<file path="config.mk">
export PLATFORM = sky130hd
export DESIGN_NAME = vga_fb_write_ctrl
export DESIGN_NICKNAME = d
export VERILOG_FILES = /design/src/rtl/vga_fb_write_ctrl.sv
export SDC_FILE = /design/constraint.sdc
export NUM_CORES = 1
export LEC_CHECK = 0
export CAP_MARGIN = 20
export CORE_UTILIZATION = 45
export DETAILED_ROUTE_END_ITERATION = 16
export GPL_ROUTABILITY_DRIVEN = 0
export PLACE_DENSITY_LB_ADDON = 0.15
export SLEW_MARGIN = 30
export SYNTH_ARGS = -nofsm -noshare
export SYNTH_HDL_FRONTEND = slang
export SYNTH_SLANG_ARGS = --single-unit
</file>
<file path="constraint.sdc">
create_clock -name clk -period 7 [get_ports clk]
set_input_delay 0.7 -clock clk [delete_from_list [all_inputs] [get_ports clk]]
set_output_delay 0.7 -clock clk [all_outputs]
set_load 0.02 [all_outputs]
</file>
<file path="src/rtl/vga_fb_write_ctrl.sv">
// vga_fb_write_ctrl
//   Write-side controller for the 640x480 RGB444 framebuffer port. It shares
//   the single write port between CPU pixel writes (valid/ready) and an
//   internal rectangle-fill engine. Grants are round-robin under contention,
//   and at most one framebuffer write is issued per clock.
//
// Ports
//   clk, rst                      pixel clock, async active-high reset
//   cpu_valid/cpu_ready           CPU pixel write handshake
//   cpu_x, cpu_y, cpu_color       CPU pixel coordinates and colour
//   fill_start                    pulse; latches fill_x0/y0/w/h/color
//   fill_busy, fill_done          engine drawing / one-cycle completion
//   coord_err                     accepted CPU write was off-screen
//   fb_we, fb_addr, fb_data       registered framebuffer write port
module vga_fb_write_ctrl #(
  parameter int H_VISIBLE = 640,
  parameter int V_VISIBLE = 480,
  parameter int ADDR_W    = 19
) (
  input  logic              clk,
  input  logic              rst,
  input  logic              cpu_valid,
  output logic              cpu_ready,
  input  logic [9:0]        cpu_x,
  input  logic [9:0]        cpu_y,
  input  logic [11:0]       cpu_color,
  input  logic              fill_start,
  input  logic [9:0]        fill_x0,
  input  logic [9:0]        fill_y0,
  input  logic [9:0]        fill_w,
  input  logic [9:0]        fill_h,
  input  logic [11:0]       fill_color,
  output logic              fill_busy,
  output logic              fill_done,
  output logic              coord_err,
  output logic              fb_we,
  output logic [ADDR_W-1:0] fb_addr,
  output logic [11:0]       fb_data
);

  typedef enum logic [1:0] {IDLE, FILL, DONE} state_t;
  state_t state, state_nxt;

  localparam logic [10:0]       H_LIM  = 11'(H_VISIBLE);
  localparam logic [10:0]       V_LIM  = 11'(V_VISIBLE);
  localparam logic [ADDR_W-1:0] STRIDE = ADDR_W'(H_VISIBLE);

  function automatic logic [ADDR_W-1:0] pix_addr(input logic [9:0] x, input logic [9:0] y);
    return ADDR_W'(y) * STRIDE + ADDR_W'(x);
  endfunction

  // Fill engine context
  logic [9:0]  cx, cy, x0_r;
  logic [10:0] x_end, y_end;
  logic [11:0] fcolor;
  logic        rr_last;   // 1: fill was granted last, 0: CPU was granted last

  // 11-bit sums so a rectangle hanging off the screen edge clips instead of wrapping
  logic [10:0] x_sum, y_sum;
  logic        fill_empty, fill_req, cpu_grant, fill_grant, cpu_in_range;
  logic        row_end, last_pix;

  assign x_sum      = {1'b0, fill_x0} + {1'b0, fill_w};
  assign y_sum      = {1'b0, fill_y0} + {1'b0, fill_h};
  assign fill_empty = (fill_w == 10'd0) || (fill_h == 10'd0) ||
                      ({1'b0, fill_x0} >= H_LIM) || ({1'b0, fill_y0} >= V_LIM);

  // Round-robin: with the engine requesting, the CPU only wins if the fill
  // had the previous grant. Ready is independent of cpu_valid.
  assign fill_req     = (state == FILL);
  assign cpu_ready    = !fill_req || rr_last;
  assign cpu_grant    = cpu_valid && cpu_ready;
  assign fill_grant   = fill_req && !cpu_grant;
  assign cpu_in_range = ({1'b0, cpu_x} < H_LIM) && ({1'b0, cpu_y} < V_LIM);

  assign row_end  = ({1'b0, cx} == x_end - 11'd1);
  assign last_pix = row_end && ({1'b0, cy} == y_end - 11'd1);

  assign fill_busy = (state == FILL);
  assign fill_done = (state == DONE);

  always_ff @(posedge clk or posedge rst) begin
    if (rst) state <= IDLE;
    else     state <= state_nxt;
  end

  always_comb begin
    state_nxt = state;
    case (state)
      IDLE:    if (fill_start) state_nxt = fill_empty ? DONE : FILL;
      FILL:    if (fill_grant && last_pix) state_nxt = DONE;
      DONE:    state_nxt = IDLE;
      default: state_nxt = IDLE;
    endcase
  end

  always_ff @(posedge clk or posedge rst) begin
    if (rst) begin
      cx      <= '0;
      cy      <= '0;
      x0_r    <= '0;
      x_end   <= '0;
      y_end   <= '0;
      fcolor  <= '0;
      rr_last <= 1'b1;   // CPU wins the first contention
    end else begin
      if (state == IDLE && fill_start) begin
        cx     <= fill_x0;
        cy     <= fill_y0;
        x0_r   <= fill_x0;
        fcolor <= fill_color;
        x_end  <= (x_sum > H_LIM) ? H_LIM : x_sum;
        y_end  <= (y_sum > V_LIM) ? V_LIM : y_sum;
      end
      if (fill_grant) begin
        if (row_end) begin
          cx <= x0_r;
          cy <= cy + 10'd1;
        end else begin
          cx <= cx + 10'd1;
        end
      end
      // An off-screen CPU write still consumes its grant
      if (cpu_grant)       rr_last <= 1'b0;
      else if (fill_grant) rr_last <= 1'b1;
    end
  end

  always_ff @(posedge clk or posedge rst) begin
    if (rst) begin
      fb_we     <= 1'b0;
      fb_addr   <= '0;
      fb_data   <= '0;
      coord_err <= 1'b0;
    end else begin
      fb_we     <= (cpu_grant && cpu_in_range) || fill_grant;
      coord_err <= cpu_grant && !cpu_in_range;
      if (fill_grant) begin
        fb_addr <= pix_addr(cx, cy);
        fb_data <= fcolor;
      end else if (cpu_grant && cpu_in_range) begin
        fb_addr <= pix_addr(cpu_x, cpu_y);
        fb_data <= cpu_color;
      end
    end
  end

endmodule

</file>
## After elaboration in Yosys (flattened, before gate mapping)

Index checks and enable logic that the tools add are counted.

- Word-level logic and storage cells: 75
- Input port bits: 88
- Output and inout bits: 36
- Register bits: 100

- Reduce and logical (&&, ||, !) cells: 23
- Eq/ne operators: 6
- $lt $le $gt $ge: 6
- $mul: 2
- Add/subtract/negate cells: 8
- Muxes and demuxes: 18

Operators by type and width:

| cell | number |
|---|---|
| 2-to-1 mux 10 bit | 6 |
| adder 19 x 10 -> 19 bit | 2 |
| 2-to-1 mux 19 bit | 2 |
| multiplier 10 x 3 -> 12 bit (second input constant) | 2 |
| 2-to-1 mux 12 bit | 2 |
| adder 10 x 10 -> 11 bit | 2 |
| equality test 10 x 11 -> 1 bit | 2 |
| 2-to-1 mux 11 bit | 2 |
| subtractor 11 x 1 -> 11 bit (second input constant) | 2 |
| adder 10 x 1 -> 10 bit (second input constant) | 2 |
| zero test 10 bit | 2 |
| > comparator 11 x 10 -> 1 bit (second input constant) | 1 |
| > comparator 11 x 9 -> 1 bit (second input constant) | 1 |
| >= comparator 10 bit (second input constant) | 1 |
| >= comparator 10 x 9 -> 1 bit (second input constant) | 1 |
| less-than comparator 10 bit (second input constant) | 1 |
| less-than comparator 10 x 9 -> 1 bit (second input constant) | 1 |
| logical AND 1 bit | 8 |
| 2-to-1 mux 2 bit | 3 |
| nonzero test 2 bit | 3 |
| logical OR 1 bit | 5 |
| one-hot mux 2 bit (2 select lines) | 1 |
| zero test 1 bit | 3 |
| equality test 2 x 1 -> 1 bit (second input constant) | 1 |
| 6 further kinds | 7 |

## Longest topological paths before layout

Gate-level depths: netlist of run 1.

- Depth in word-level cells: 9
- Gate-level depth with buffers: 10
- Gate-level depth less buffers: 10

## Worst setup path after synthesis of run 1

OpenSTA, ideal clock, no wires.

- Path type: input-to-reg
- From: input port cpu_y[1]
- To: register fb_addr[18]
- Path buffers: 0
- Data arrival time: 2.955 ns
- Required time: 6.896 ns
- Slack: 3.941 ns
- Library setup time: 0.104 ns
- Cell stages on the path: 9
- Path through: ha_1 > ha_1 > fa_1 > a21o_1 > a221oi_1 > xnor2_1 > nor4b_1 > xnor2_1 > a221oi_1

- Longest elaborated chain between the ends: 4
- Elaborated cells on any way between the ends: 8
- Those cells by class: 1 x add/sub; 1 x mul; 1 x order compare; 2 x mux; 3 x reduce/logical

RTL lines:

| element | RTL line | source |
|---|---|---|
| from (decl) | 25 | `input logic [9:0] cpu_y,` |
| multiplier 10 x 3 -> 12 bit or less-than comparator 10 x 9 -> 1 bit (tied branches) | 49, 74 |  |
| adder 19 x 10 -> 19 bit or logical AND 1 bit (tied branches) | 49, 74 |  |
| 2-to-1 mux 19 bit or logical AND 1 bit (tied branches) | 141 | `end else if (cpu_grant && cpu_in_range) begin` |
| 2-to-1 mux 19 bit or nonzero test 2 bit (tied branches) | -- |  |
| to (signal assigned) | 139 | `fb_addr <= pix_addr(cx, cy);` |
| to (signal assigned) | 142 | `fb_addr <= pix_addr(cpu_x, cpu_y);` |
| to (decl) | 37 | `output logic [ADDR_W-1:0] fb_addr,` |

Several ways; a longest one is shown, not always the timed one. The select of a mux whose other input is x is not followed.
A chain may end at the register's enable or synchronous reset.

## Worst setup path after layout of run 1

- From: input port cpu_y[1]
- To: register fb_addr[17]

The elaborated chain is that of the path after synthesis.

==> results of run 1 <==
-- worst register-to-register path, stage by stage (launching register included) --
cell	delay, ns
sky130_fd_sc_hd__dfrtp_1	0.49
sky130_fd_sc_hd__ha_1	0.35
sky130_fd_sc_hd__ha_1	0.24
sky130_fd_sc_hd__fa_1	0.43
sky130_fd_sc_hd__a211oi_1	0.47
sky130_fd_sc_hd__nor4b_1	0.11
sky130_fd_sc_hd__or3b_2	0.50
sky130_fd_sc_hd__nand4_1	0.13
sky130_fd_sc_hd__xnor2_1	0.12
sky130_fd_sc_hd__nor2_1	0.06
sky130_fd_sc_hd__a221o_1	0.27
-- report_power, final --
part           leakage (nW)  total, mW  switching [mW]  internal (mW)
logic                  2.73       2.51            1.38           1.13
registers              1.19       1.14           0.291          0.848
clock network         0.144      0.513           0.233          0.279
-- layout by cell type (no fill, tap or decap), types with 8 or more instances in the layout --
cell type and n:
sky130_fd_sc_hd__nand2_1 162, sky130_fd_sc_hd__clkdlybuf4s50_1 123, sky130_fd_sc_hd__dfrtp_1 99, sky130_fd_sc_hd__nor2_1 89, sky130_fd_sc_hd__ha_1 62, sky130_fd_sc_hd__xnor2_1 45
sky130_fd_sc_hd__o21ai_0 38, sky130_fd_sc_hd__a21oi_1 35, sky130_fd_sc_hd__inv_1 31, sky130_fd_sc_hd__nand3_1 26, sky130_fd_sc_hd__a31oi_1 23, sky130_fd_sc_hd__nor3_1 22
sky130_fd_sc_hd__xor2_1 20, sky130_fd_sc_hd__a21o_1 17, sky130_fd_sc_hd__nand4_1 15, sky130_fd_sc_hd__o211ai_1 13, sky130_fd_sc_hd__a211oi_1 12, sky130_fd_sc_hd__mux2i_1 12
sky130_fd_sc_hd__nor2b_1 11, sky130_fd_sc_hd__nor4_1 9, sky130_fd_sc_hd__clkbuf_16 9, sky130_fd_sc_hd__nand2b_1 8, sky130_fd_sc_hd__o31ai_1 8
-- layer usage --
layer	vias up	routed length, µm	global-route usage [%]
met1	3249	9460	32.3
li1	3475	-	-
met2	134	8210	33.0
met5	-	0	0
met3	10	747	3.58
met4	0	102	4.72
-- state kept, by name, indices dropped and copies added, names as in the netlist --
register,flops
coord_err,1
cx,10
cy,10
fb_addr,19
fb_data,12
fb_we,1
fcolor,12
rr_last,1
state,2
x0_r,10
x_end,11
y_end,11
-- worst min path at each step --
stage / startpoint / slack [ns] / cells past startpoint / endpoint
floorplan: fcolor[0]$_DFFE_PP0P_ / 0.45 / 2 / fcolor[0]$_DFFE_PP0P_
global placement: fcolor[11]$_DFFE_PP0P_ / 0.46 / 2 / fcolor[11]$_DFFE_PP0P_
finish: x0_r[8]$_DFFE_PP0P_ / 0.48 / 2 / x0_r[8]$_DFFE_PP0P_
CTS: fcolor[3]$_DFFE_PP0P_ / 0.48 / 2 / fcolor[3]$_DFFE_PP0P_
detailed placement: fcolor[3]$_DFFE_PP0P_ / 0.46 / 2 / fcolor[3]$_DFFE_PP0P_
global route: fcolor[11]$_DFFE_PP0P_ / 0.50 / 2 / fcolor[11]$_DFFE_PP0P_
-- layout make-up --
class                      instances  share of cell area, %
clock inverter                     6                  0.764
clock buffer                       9                   2.41
sequential                       100                   26.8
tap                              220                   2.95
timing repair buffer             129                   13.8
multi-input combinational        746                   52.0
inverter                          32                   1.31
-- logic make-up after synthesis --
group / Yosys count / synth area share (%)
and+or+nand+nor: 399 / 24.9
buffers and inverters: 66 / 3.37
adders and majority gates: 68 / 11.8
xor gates and xnor gates: 65 / 7.48
muxes: 13 / 1.73
AOI/OAI and AO/OA: 201 / 17.8
DFF: 100 / 32.9
==> flow_summary.yaml, run 1 <==
synth:
  async_flop_share_pct: 100
  synth_enable_flop_cells: 0
  yosys.cell_types.count: 72
  yosys_warnings: 0
  syn_inst: 912
  seq_area_frac_synth_pct: 32.9
  syn_avg_cell_area_um2: 8.34
  synth_most_common_cell: "sky130_fd_sc_hd__nand2_1"
  yosys-top-cells-count: "163 x sky130_fd_sc_hd__nand2_1, 99 x sky130_fd_sc_hd__dfrtp_1, 90 x sky130_fd_sc_hd__nor2_1"
  syn-num-nets: 1068
  syn-cell-area_um2: 7610
  flip_flop_and_latch_count_after_synthesis: 100
  yosysTopAreaCell: "sky130_fd_sc_hd__dfrtp_1"
  synth_top_area_share_pct: 32.6
  synth-main-ff-cell: "sky130_fd_sc_hd__dfrtp_1"
  synth.area.top_cells: "sky130_fd_sc_hd__dfrtp_1 33%, sky130_fd_sc_hd__ha_1 10%, sky130_fd_sc_hd__nand2_1 8.0%, sky130_fd_sc_hd__xnor2_1 5.2%, sky130_fd_sc_hd__nor2_1 4.4%"
route:
  drtAntennaViolNets: 0
  route.detailed.drc: 0
  dr_total_vias: 6868
  first_iter_violations: 505
  routed_wire_per_std_cell_um: 14.9
  vias_per_cell: 5.53
  drt-total-wl_mm: 18.5
  drtPass1Iterations: 4
worst_setup_path:
  ff2ff_setup_slack_ns: 3.71
  worst_r2r_startpoint: "cy[1]$_DFF_PP0_"
  endpoint_arrival_time_on_the_critical_path_ns: 3.53
  crit_type: "in2reg"
  rr_endpoint: "fb_addr[17]$_DFFE_PP0P_"
  crit_path_max_incr_delay_ns: 0.45
  worst_setup_endpoint: "fb_addr[17]$_DFFE_PP0P_"
  worst_setup_path_startpoint: "cpu_y[1]"
  setup.worst_path.end_class: "flip-flop"
  cp_num_cells: 11
  ordered_list_of_cells_on_the_worst_path: "clkdlybuf4s50_1, ha_1, ha_1, fa_1, xor2_1, and2_1, nor2b_1, nand3_1, nor3_1, xor2_1, a221o_1"
  critical_path_fanouts_max: 3
  worstPathRequired_ns: 7.23
  reg2reg_depth: 10
  cp.buffers_inverters: 1
  timing.critical_path.max_delay_family: "adder cells"
  critical-path-slowest-cell: "sky130_fd_sc_hd__clkdlybuf4s50_1"
  setup.worst_path.start_class: "input port"
pwr:
  cellLeakagePower_nw: 4.07
  power-per-cell-area_nw_per_um2: 445
  vdd_ir_drop_max_mv: 0.163
  finalPower_mw: 4.16
global_route:
  first_global_vias: 6247
  aggregate_global_route_resource_usage_pct: 21.7
  grt_antenna_before_repair: 0
  pin_count_of_the_biggest_net_entering_global_routing: 67
  grt_pass1_wl_mm: 31.0
  grt_overflow_total: 0
layout:
  flow.area_growth_from_synthesis_pct: 22.8
  fillers: 1532
  register_area_um2: 2500
  fin_nets: 1174
  drive_gt1_share_pct: 4.40
  post_layout_instance_count_excluding_filler_cells: 1242
  utilization_pct: 56.5
  multi_input_gate_area_in_the_final_layout_um2: 4850
  finalInstanceArea_um2: 9340
  insertedDiodeCount: 0
sta:
  finalHoldViolCount: 0
  unrepaired_setup_endpoints_after_global_routing: "false"
  maxClockFrequency_ghz: 0.302
  final-max-slew-violation-count: 0
  skew_ns: 0.0112
  post-route-period-util_pct: 47.2
  tns_ns: 0
  final.min_clock_period_ns: 3.31
  relative_slew_slack_pct: 43.8
  setup_ws_ns: 3.69
  slew_at_the_pin_closest_to_its_max_slew_limit_ns: 0.831
  setup_violations: 0
  finalHoldWorstSlack_ns: 0.477
placement:
  placement.cell_area_um2: 9020
  placed_cells_incl_taps: 1226
  preCtsSetupSlack_ns: 3.30
  hpwlAfterDp_mm: 13.8
  port_buffers: 123
cts:
  clock_latency_ns: 0.35
  postCtsHoldBufs: 0
  post-cts-setup-buffers: 0
  path_clk_slew_ns: 0.07
  cts.htree.levels: 3
  cts_buffer_depth: 2
  cts.sink_count: 100
  numCtsBuffers: 9
  tritoncts: "done"
  root_buffer_selected_by_cts: "sky130_fd_sc_hd__clkbuf_16"
  cts.repair.resized: 0
min_path:
  hold_class: "reg2reg"
die:
  core_area_um2: 16500
  floorplan.die_area_um2: 17400
  std_cell_rows: 47
  fp.dieW_um: 132
  initial_utilization_pct: 46.0
  io-pin-count: 124
  die_h_um: 132
job:
  maxCapViolations: 0
run_status:
  status: "finished clean"
(Power assumes the default switching activity.)
==> run 2, diff against run 1 <==
==> constraint.sdc (replaced) <==
create_clock -name clk -period 3.4 [get_ports clk]
set_input_delay 0.34 -clock clk [delete_from_list [all_inputs] [get_ports clk]]
set_output_delay 0.34 -clock clk [all_outputs]
set_load 0.02 [all_outputs]
==> run 2 against run 1 <==
Net effect:
- clock-buffer cell count increased by 1
- setup slack lost 3.3 ns
- first-iteration DRC count shrank 18%
- die area unchanged
- flip-flop and latch count did not move
- via count down 0.54%
- critical path type unchanged
- largest cell class unchanged
- highest routed layer unchanged
==> flow_summary.yaml, run 2 (synthesis results as in run 1) <==
run_status:
  status: "finished clean"
global_route:
  first_global_vias: 6309
  pin_count_of_the_biggest_net_entering_global_routing: 66
  aggregate_global_route_resource_usage_pct: 21.6
  grt_overflow_total: 0
  grt_pass1_wl_mm: 30.6
  grt_antenna_before_repair: 0
layout:
  multi_input_gate_area_in_the_final_layout_um2: 4850
  flow.area_growth_from_synthesis_pct: 23.7
  layout_commonest_cell: "sky130_fd_sc_hd__nand2_1"
  fin_nets: 1184
  reg_top3: "fb_addr x19, fb_data x12, fcolor x12"
  register_area_um2: 2500
  insertedDiodeCount: 0
  drive_gt1_share_pct: 5.23
  fillers: 1529
  utilization_pct: 56.9
  top_register: "fb_addr"
  most_frequent_cells_in_the_layout: "162 x sky130_fd_sc_hd__nand2_1, 123 x sky130_fd_sc_hd__clkdlybuf4s50_1, 99 x sky130_fd_sc_hd__dfrtp_1, 89 x sky130_fd_sc_hd__nor2_1, 62 x sky130_fd_sc_hd__ha_1"
  largest_register_ff_count: 19
sta:
  setup_violations: 0
  final.min_clock_period_ns: 3.01
  finalHoldViolCount: 0
  post-route-period-util_pct: 88.5
  skew_ns: 0.00990
  final-max-slew-violation-count: 0
  relative_slew_slack_pct: 49.1
  slew_at_the_pin_closest_to_its_max_slew_limit_ns: 0.763
  tns_ns: 0
  maxClockFrequency_ghz: 0.332
  unrepaired_setup_endpoints_after_global_routing: "false"
worst_setup_path:
  endpoint_arrival_time_on_the_critical_path_ns: 3.26
  setup.worst_path.start_class: "input port"
  crit_type: "in2reg"
  setup.worst_path.end_class: "flip-flop"
  critical_path_fanouts_max: 3
  worstPathRequired_ns: 3.65
  reg2reg_depth: 11
placement:
  hpwlAfterDp_mm: 13.9
  port_buffers: 123
route:
  dr_total_vias: 6831
  drt-total-wl_mm: 18.3
  route.detailed.drc: 0
  first_iter_violations: 416
  drtAntennaViolNets: 0
  vias_per_cell: 5.45
  drtPass1Iterations: 5
  routed_wire_per_std_cell_um: 14.6
cts:
  cts.sink_count: 100
  path_clk_slew_ns: 0.08
  postCtsHoldBufs: 0
  clock_latency_ns: 0.36
  numCtsBuffers: 9
  root_buffer_selected_by_cts: "sky130_fd_sc_hd__clkbuf_16"
  cts_buffer_depth: 2
  cts.repair.resized: 0
  tritoncts: "done"
  cts.htree.levels: 3
  post-cts-setup-buffers: 0
die:
  core_area_um2: 16500
  initial_utilization_pct: 46.0
  io-pin-count: 124
  fp.dieW_um: 132
  floorplan.die_area_um2: 17400
  die_h_um: 132
  std_cell_rows: 47
pwr:
  vdd_ir_drop_max_mv: 0.407
  power-per-cell-area_nw_per_um2: 912
  cellLeakagePower_nw: 4.11
min_path:
  hold_class: "in2async"
job:
  maxCapViolations: 0
-- run 2: layout make-up --
cell class / instances / share of cell area, %
Multi-Input combinational cell: 746 / 51.6
Sequential cell: 100 / 26.6
Timing Repair Buffer: 139 / 14.5
Tap cell: 220 / 2.93
Clock buffer: 10 / 2.43
Inverter: 32 / 1.30
Clock inverter: 6 / 0.652
-- run 2: routing by layer --
metal	vias to the layer above	share of wire (%)	GRT usage, %
li1	3503	-	-
met1	3168	51	31.2
met2	149	45	34.1
met3	11	3.6	2.54
met4	0	1.0	6.07
met5	-	0	0
-- run 2: power breakdown --
group          total (mW)  switching [mW]  internal (mW)
combinational        5.27            2.87           2.40
sequential           2.29           0.550           1.75
clock                1.01           0.500          0.513
-- run 2: per-stage QoR --
stage / cell area (µm²) / hold WS, ns / std cells / setup slack (ns) / total power, mW
after floorplan: 7610 / 0.403 / 912 / 0.408 / 6.12
after global placement: 9120 / 0.459 / 1237 / 0.0635 / 7.52
after detailed placement: 9120 / 0.463 / 1237 / -0.00543 / 7.59
after CTS: 9410 / 0.481 / 1253 / 0.373 / 8.63
after global routing: 9410 / 0.498 / 1253 / 0.135 / 9.37
final: 9410 / 0.475 / 1253 / 0.392 / 8.58
-- run 2: critical path: stages --
cell and delay, ns:
sky130_fd_sc_hd__clkdlybuf4s50_1 0.45, sky130_fd_sc_hd__ha_1 0.31, sky130_fd_sc_hd__ha_1 0.24, sky130_fd_sc_hd__fa_1 0.41, sky130_fd_sc_hd__a21o_1 0.21, sky130_fd_sc_hd__a221oi_1 0.39, sky130_fd_sc_hd__xnor2_1 0.18, sky130_fd_sc_hd__nor4b_1 0.39
sky130_fd_sc_hd__xnor2_1 0.11, sky130_fd_sc_hd__a221oi_1 0.24
-- run 2: final timing paths --
| path | startpoint | endpoint | slack [ns] |
|---|---|---|---|
| min in group clk | fb_addr[14]$_DFFE_PP0P_ | fb_addr[14]$_DFFE_PP0P_ | 0.48 |
| max | cpu_y[1] | fb_addr[18]$_DFFE_PP0P_ | 0.39 |
| min | rst | fcolor[3]$_DFFE_PP0P_ | 0.48 |
| min reg2reg | fb_addr[14]$_DFFE_PP0P_ | fb_addr[14]$_DFFE_PP0P_ | 0.48 |
| max reg2reg | cy[0]$_DFF_PP0_ | fb_addr[18]$_DFFE_PP0P_ | 0.41 |
| max in group asynchronous | rst | rr_last$_DFFE_PP1P_ | 2.18 |
==> run 3, diff against run 2 <==
--- a/config.mk
+++ b/config.mk
@@ -6,6 +6,8 @@
 export NUM_CORES = 1
 export LEC_CHECK = 0
 export CAP_MARGIN = 20
+export CORE_ASPECT_RATIO = 1.2
+export CORE_MARGIN = 2
 export CORE_UTILIZATION = 45
 export DETAILED_ROUTE_END_ITERATION = 16
 export GPL_ROUTABILITY_DRIVEN = 0
==> run 3 against run 2 <==
Net effect:
- die area grew 3.1%
- hold slack lost 0.061 ns
- clock power grew 9.9%
- power grew 1.5%
- critical path depth is the same
- final area grew 0.69%
- sequential power is essentially flat
- setup slack lost 0.030 ns
- register-to-register slack lost 0.05 ns
- clock-buffer cell count shrank 1
- routed wire length grew 1.1%
- critical endpoint unchanged
==> flow_summary.yaml, run 3 (synthesis results as in run 1) <==
layout:
  most_frequent_cells_in_the_layout: "162 x sky130_fd_sc_hd__nand2_1, 123 x sky130_fd_sc_hd__clkdlybuf4s50_1, 99 x sky130_fd_sc_hd__dfrtp_1, 89 x sky130_fd_sc_hd__nor2_1, 62 x sky130_fd_sc_hd__ha_1"
  fin_nets: 1187
  flow.area_growth_from_synthesis_pct: 24.5
  utilization_pct: 56.6
  reg_top3: "fb_addr x19, fb_data x12, fcolor x12"
  drive_gt1_share_pct: 5.60
  layout_commonest_cell: "sky130_fd_sc_hd__nand2_1"
  finalInstanceArea_um2: 9470
  fillers: 1613
  insertedDiodeCount: 0
  post_layout_instance_count_excluding_filler_cells: 1252
  largest_register_ff_count: 19
  top_register: "fb_addr"
placement:
  placement.cell_area_um2: 9150
  placed_cells_incl_taps: 1236
  hpwlAfterDp_mm: 14.0
  port_buffers: 123
  preCtsSetupSlack_ns: -0.0298
route:
  drtAntennaViolNets: 0
  route.detailed.drc: 0
  drtPass1Iterations: 4
  dr_total_vias: 6873
  drt-total-wl_mm: 18.5
  routed_wire_per_std_cell_um: 14.8
  vias_per_cell: 5.49
  first_iter_violations: 373
cts:
  cts_buffer_depth: 2
  postCtsHoldBufs: 0
  cts.repair.resized: 0
  path_clk_slew_ns: 0.08
  cts.sink_count: 100
  clock_latency_ns: 0.35
  cts.htree.levels: 3
  root_buffer_selected_by_cts: "sky130_fd_sc_hd__clkbuf_16"
  post-cts-setup-buffers: 0
  tritoncts: "done"
  numCtsBuffers: 9
die:
  initial_utilization_pct: 45.5
  floorplan.die_area_um2: 18000
  core_area_um2: 16700
  fp.dieW_um: 123
  die_h_um: 146
  io-pin-count: 124
  std_cell_rows: 52
sta:
  post-route-period-util_pct: 89.3
  relative_slew_slack_pct: 50.8
  final-max-slew-violation-count: 0
  unrepaired_setup_endpoints_after_global_routing: "false"
  setup_ws_ns: 0.362
  skew_ns: 0.00882
  maxClockFrequency_ghz: 0.329
  final.min_clock_period_ns: 3.04
  setup_violations: 0
  finalHoldViolCount: 0
  slew_at_the_pin_closest_to_its_max_slew_limit_ns: 0.732
worst_setup_path:
  crit_type: "in2reg"
  ordered_list_of_cells_on_the_worst_path: "clkdlybuf4s50_1, ha_1, ha_1, fa_1, a21o_1, a221oi_1, xnor2_1, nor4b_1, xnor2_1, a221oi_1"
  endpoint_arrival_time_on_the_critical_path_ns: 3.28
  critical-path-slowest-cell: "sky130_fd_sc_hd__clkdlybuf4s50_1"
  setup.worst_path.end_class: "flip-flop"
  reg2reg_depth: 11
  crit_path_max_incr_delay_ns: 0.46
  critical_path_fanouts_max: 3
  setup.worst_path.start_class: "input port"
  worstPathRequired_ns: 3.64
pwr:
  power.share.combinational_pct: 61.1
  clockPowerShare_pct: 12.7
  intPower_mw: 4.77
  cellLeakagePower_nw: 4.15
  power-per-cell-area_nw_per_um2: 920
  sw_frac_of_total_pct: 45.2
  total_switching_power_mw: 3.94
  seq_power_share_pct: 26.2
  vdd_ir_drop_max_mv: 0.517
min_path:
  hold_class: "in2async"
global_route:
  grt_overflow_total: 0
  grt_pass1_wl_mm: 31.6
  aggregate_global_route_resource_usage_pct: 21.4
  grt_antenna_before_repair: 0
  pin_count_of_the_biggest_net_entering_global_routing: 66
  first_global_vias: 6670
run_status:
  status: "finished clean"
job:
  maxCapViolations: 0
## run 3: path summary, 6_finish.rpt
kind | slack [ns] | to | startpoint
worst max-delay path | 0.36 | fb_addr[18]$_DFFE_PP0P_ | cpu_y[1]
worst min-delay path | 0.41 | coord_err$_DFF_PP0_ | rst
worst max register to register | 0.36 | fb_addr[18]$_DFFE_PP0P_ | cy[0]$_DFF_PP0_
worst min register to register | 0.48 | fcolor[4]$_DFFE_PP0P_ | fcolor[4]$_DFFE_PP0P_
max in group asynchronous | 2.25 | rr_last$_DFFE_PP1P_ | rst
min in group clk | 0.48 | fcolor[4]$_DFFE_PP0P_ | fcolor[4]$_DFFE_PP0P_
## run 3: cell type report
type / count / area, µm² / share of cell area, %
multi-input cells: 746 / 4850 / 51.2
flip-flops and latches: 100 / 2500 / 26.4
repair buffers: 142 / 1400 / 14.8
well taps: 216 / 270 / 2.85
clock buffers: 9 / 225 / 2.38
inverters: 32 / 123 / 1.29
clock inverters: 7 / 100 / 1.06
## run 3: per-stage QoR
step	total power [mW]	TNS, ns	hold slack, ns
after floorplan	6.12	0	0.403
after global placement	7.56	0	0.457
after detailed placement	7.64	-0.0298	0.462
after CTS	8.77	0	0.441
after global routing	9.55	0	0.490
final	8.71	0	0.414
## run 3: layer usage
metal | vias to the layer above | wire length (µm) | global-route usage, %
met5 | - | 0 | 0
li1 | 3518 | - | -
met3 | 12 | 770 | 2.50
met4 | 0 | 174 | 4.37
met2 | 147 | 8830 | 35.7
met1 | 3196 | 8770 | 29.8
## run 3: worst max-delay path: cells and delay by family
family,cells,cell delay [ns]
buf+inv,1,0.46
xor+xnor,2,0.30
compound gates,3,0.82
fa+ha+maj,3,0.96
simple gates,1,0.39
## run 3: power groups by stage
stage                     combinational (mW)  clock [mW]  sequential [mW]
after global placement                  5.27           0             2.29
after detailed placement                5.33           0             2.31
final                                   5.32        1.11             2.29
after floorplan                         3.72           0             2.40
after global routing                    6.00        1.17             2.38
after CTS                               5.36        1.12             2.29
